**src/rtl/quad_pkg.sv**
```systemverilog
// Shared definitions for the quadratic MAC front end: default widths and the
// frame-parser state encoding used by the loader and the MAC bench.
package quad_pkg;

   localparam int QUAD_DATA_W = 8;
   localparam int QUAD_CNT_W  = 8;

   typedef enum logic [1:0] {
      ST_A = 2'd0,
      ST_B = 2'd1,
      ST_C = 2'd2,
      ST_X = 2'd3
   } state_t;

endpackage

```
**src/rtl/quad_operand_loader.sv**
```systemverilog
// Parses a/b/c/x... byte frames from a valid/ready stream and issues one
// operand set per x sample to the quadratic MAC, with an issue counter and error flag.
module quad_operand_loader
   import quad_pkg::*;
#(
   parameter int DATA_W = quad_pkg::QUAD_DATA_W,
   parameter int CNT_W  = quad_pkg::QUAD_CNT_W
) (
   input  logic              clk,
   input  logic              reset,
   input  logic [DATA_W-1:0] s_data,
   input  logic              s_valid,
   input  logic              s_last,
   output logic              s_ready,
   input  logic              stall,
   output logic [DATA_W-1:0] in_a,
   output logic [DATA_W-1:0] in_b,
   output logic [DATA_W-1:0] in_c,
   output logic [DATA_W-1:0] in_x,
   output logic              enable,
   output logic [CNT_W-1:0]  eval_cnt,
   output logic              err,
   output logic              busy
);

   state_t            state;
   logic [DATA_W-1:0] sh_a;
   logic [DATA_W-1:0] sh_b;
   logic [DATA_W-1:0] sh_c;
   logic              fire;
   logic              issue;

   // Stall only gates acceptance of x samples; coefficients always flow in.
   assign s_ready = reset & ((state != ST_X) | ~stall);
   assign fire    = s_valid & s_ready;
   assign issue   = fire & (state == ST_X);
   assign busy    = (state != ST_A);

   always_ff @(posedge clk or negedge reset) begin
      if (!reset) begin
         state <= ST_A;
         sh_a  <= '0;
         sh_b  <= '0;
         sh_c  <= '0;
         err   <= 1'b0;
      end else if (fire) begin
         case (state)
            ST_A: begin
               sh_a <= s_data;
               if (s_last) err <= 1'b1;
               else        state <= ST_B;
            end
            ST_B: begin
               sh_b <= s_data;
               if (s_last) begin
                  err   <= 1'b1;
                  state <= ST_A;
               end else begin
                  state <= ST_C;
               end
            end
            ST_C: begin
               sh_c  <= s_data;
               state <= s_last ? ST_A : ST_X;
            end
            ST_X: begin
               if (s_last) state <= ST_A;
            end
            default: state <= ST_A;
         endcase
      end
   end

   // Coefficients are copied from the shadows only alongside an x, so the
   // MAC never sees a new a/b/c paired with a stale sample.
   always_ff @(posedge clk or negedge reset) begin
      if (!reset) begin
         in_a     <= '0;
         in_b     <= '0;
         in_c     <= '0;
         in_x     <= '0;
         enable   <= 1'b0;
         eval_cnt <= '0;
      end else begin
         enable <= issue;
         if (issue) begin
            in_a     <= sh_a;
            in_b     <= sh_b;
            in_c     <= sh_c;
            in_x     <= s_data;
            eval_cnt <= eval_cnt + CNT_W'(1);
         end
      end
   end

endmodule

```
**config.mk**
```make
export PLATFORM = sky130hd
export DESIGN_NAME = quad_operand_loader
export DESIGN_NICKNAME = d
export VERILOG_FILES = /design/src/rtl/quad_pkg.sv /design/src/rtl/quad_operand_loader.sv
export SDC_FILE = /design/constraint.sdc
export NUM_CORES = 1
export LEC_CHECK = 0
export ABC_CLOCK_PERIOD_IN_PS = 1420
export CORE_AREA = 8 8 109 71
export CTS_CLUSTER_SIZE = 10
export DETAILED_ROUTE_END_ITERATION = 10
export DIE_AREA = 0 0 117 79
export PLACE_DENSITY = 0.72
export SETUP_SLACK_MARGIN = 0.2
export SLEW_MARGIN = 30
export SYNTH_ARGS = -nofsm -noshare
export SYNTH_HDL_FRONTEND = slang
export SYNTH_SLANG_ARGS = --single-unit
```
**constraint.sdc**
```tcl
create_clock -name clk -period 1.42 [get_ports clk]
set_input_delay 0.284 -clock clk [delete_from_list [all_inputs] [get_ports clk]]
set_output_delay 0.284 -clock clk [all_outputs]
set_load 0.1 [all_outputs]
```
==> impl_metrics.csv, run 1 <==
group,metric,value,unit
job,maxCapViolCount,0,
synth,synth_commonest_cells,"68 x dfrtp_1, 49 x mux2_2, 8 x mux2_4",
synth,yosysMostFrequentCell,"dfrtp_1",
synth,synth.top_cell.area_share,63.20,%
floorplan,core,0.006274,mm2
clock_network,htree_levels,3,
critical_path,r2r_setup_slack,-0.14,ns
grt,grt_use_total,14.63,%
clock_network,clock_path_buffers,2,
floorplan,fp.dieW,117,um
grt,gr-total-overflow,0,
synth,synthesis.nets,185,
critical_path,crit_path_start_kind,"flip-flop",
route,drc,0,
cells_and_area,n_antenna_cell,0,
synth,synth.area.top_cells,"dfrtp_1 63%, mux2_2 20%, mux2_4 4.5%",
grt,antenna_found_initial,0,
floorplan,fp-row-count,23,
grt,grt_pass1_vias,1956,
synth,yosysSeqAreaShare,63.20,%
cells_and_area,final_core_utilization,71.04,%
critical_path,worstPathArrival,1.27,ns
timing,fin_crit_sh,109.6,%
critical_path,path_max_fanout,2,
timing,maxSlewViolCount,0,
placement,portBuffers,56,
critical_path,r2r-start,"state[1]$_DFFE_PN0P_",
synth,synth.largest_area_cell,"dfrtp_1",
critical_path,r2r_cells,5,
clock_network,clockRootBuffer,"clkbuf_8",
cells_and_area,final_nets,282,
floorplan,start_util,42.92,%
clock_network,cts_tree,"done",
grt,grt_pass1_wl,10.27,mm
synth,synth_area,0.002693,mm2
synth,ys_ff_latch,68,
timing,whs,0.2974,ns
route,vias,1742,
route,wl_per_cell,17.25,um
floorplan,fp.dieArea,0.009243,mm2
route,via_per_inst,4.839,
floorplan,io_pins,57,
critical_path,r2r-end,"sh_a[3]$_DFFE_PN0P_",
critical_path,crit_type,"reg2out",
route,drtPass1Iterations,4,
timing,setup_ws,-0.1369,ns
grt,grt_max_degree,66,
timing,max_freq,642.3,MHz
clock_network,cts_sinks,68,
clock_network,clkLatencyLatePin,0.33,ns
synth,synthCells,171,
timing,worst_slew_pin_slew,0.7942,ns
timing,finalHoldViolations,0,
route,drt-initial-drc-count,65,
floorplan,die_h,79,um
timing,setup_viol,51,
synth,synth_edf_count,0,
timing,finalCriticalPeriod,1.557,ns
min_path,hp-class,"in2async",
synth,avgSynthCellArea,15.75,um2
synth,synth_warnings,0,
route,antenna_left,0,
synth,ys_types,31,
outcome,status,"finished, violations left",
route,drt_wl_total,6.211,mm
timing,finClkSkew,0.007254,ns
cells_and_area,layout-drive-gt1-share,65.20,%
timing,tns,-3.574,ns
placement,place_congestion,0.7480,
clock_network,cts_made_buffers,9,
critical_path,cp.required,1.14,ns
synth,synthArstFlopShare,100.0,%
timing,rsz0062_at_grt,"true",
clock_network,path_clk_slew,0.07,ns
critical_path,endpoint_kind,"output pin",
cells_and_area,area_growth,65.52,%
timing,slew_headroom,47.05,%
synth,synth_ff_type,"dfrtp_1",
outcome,violations,"setup timing",
placement,hpwlAfterDp,4.173,mm
==> cell families (layout without fill, tap and decap cells) <==
kind of cell / Yosys count / count (layout) / synth area share (%)
xor gates and xnor gates: 7 / 7 / 2.277
AOI/OAI and AO/OA: 6 / 6 / 1.673
and+or+nand+nor: 22 / 22 / 5.298
buffers and inverters: 10 / 112 / 2.137
adders and majority gates: 1 / 1 / 0.4646
muxes: 57 / 57 / 24.95
DFF: 68 / 68 / 63.20
==> cells in the final DEF, fill, tap and decap left out, drive strengths merged, types with 2 or more instances in the layout <==
cell,instances
dlygate4sd3,2
mux2,57
nand3,2
dfrtp,68
clkinvlp,2
inv,3
clkbuf,10
buf,80
dlygate4sd2,2
nand4,2
nor2,2
clkdlybuf4s50,9
xor2,7
nor3,4
clkinv,3
nand2,5
==> how the worst max path moves through the flow <==
stage | startpoint | end | slack, ns | depth (start not counted)
2_1_floorplan | state[1]$_DFFE_PN0P_ | sh_a[0]$_DFFE_PN0P_ | 0.006 | 3
3_3_place_gp | s_valid | sh_c[7]$_DFFE_PN0P_ | -0.48 | 5
3_5_place_dp | s_valid | sh_c[3]$_DFFE_PN0P_ | -0.51 | 5
4_1_cts | state[1]$_DFFE_PN0P_ | busy | -0.16 | 3
5_1_grt | state[0]$_DFFE_PN0P_ | busy | -0.19 | 3
6_report | state[1]$_DFFE_PN0P_ | busy | -0.14 | 3
==> per-stage QoR <==
stage,instance area (um2),instances,worst slack (ns)
global route,4457,360,-0.1940
floorplan,2810,171,0.005716
detailed placement,4006,325,-0.5149
finish,4457,360,-0.1369
global placement,4006,325,-0.4776
CTS,4420,357,-0.1609
==> layer usage <==
| layer | up-vias | GRT usage (%) | part of all wire [%] |
|---|---|---|---|
| met5 | - | 0 | 0 |
| met2 | 42 | 23.13 | 47 |
| met3 | 5 | 6.813 | 7.0 |
| li1 | 801 | - | - |
| met1 | 894 | 17.88 | 45 |
| met4 | 0 | 3.431 | 0.45 |
==> sequential cells by signal, indices dropped and copies added, names as in the netlist, 2 cells and up <==
signal and count:
eval_cnt 8, in_a 8, in_b 8, in_c 8, in_x 8, sh_a 8, sh_b 8, sh_c 8
state 2
==> repair_timing <==
item | CTS | global route
hold buffers | 2 | 0
resized for setup | 23 | 5
cloned | 0 | 0
pin swaps | 4 | 3
endpoints found under the hold margin | 3 | 0
endpoints found under the setup margin | 106 | 109
buffers inserted | 14 | 3
==> final cells by class <==
| type | count | area (um2) |
|---|---|---|
| fillers | 434 | 1817 |
| flip-flops and latches | 68 | 1730 |
| repair buffers | 93 | 1330 |
| multi-input cells | 93 | 1075 |
| clock buffers | 10 | 137.6 |
| well taps | 87 | 108.9 |
| clock inverters | 6 | 63.81 |
| inverters | 3 | 11.26 |
==> critical path, cell delays in order (launching register included) <==
cell,delay (ns)
dfrtp_2,0.41
buf_6,0.12
or2_4,0.25
buf_12,0.16
Power of run 1 is left out: the tool's default activity adds up to more than one toggle a clock period on the data nets, which glitch-free logic cannot reach.
==> run 2: changes to the inputs <==
- CAP_MARGIN: unset -> 0
- CTS_CLUSTER_SIZE: 10 -> unset
==> results of run 2 <==
No change in the layout: final DEF, timing and power equal those of run 1.
Power of run 2 is left out for the same reason.
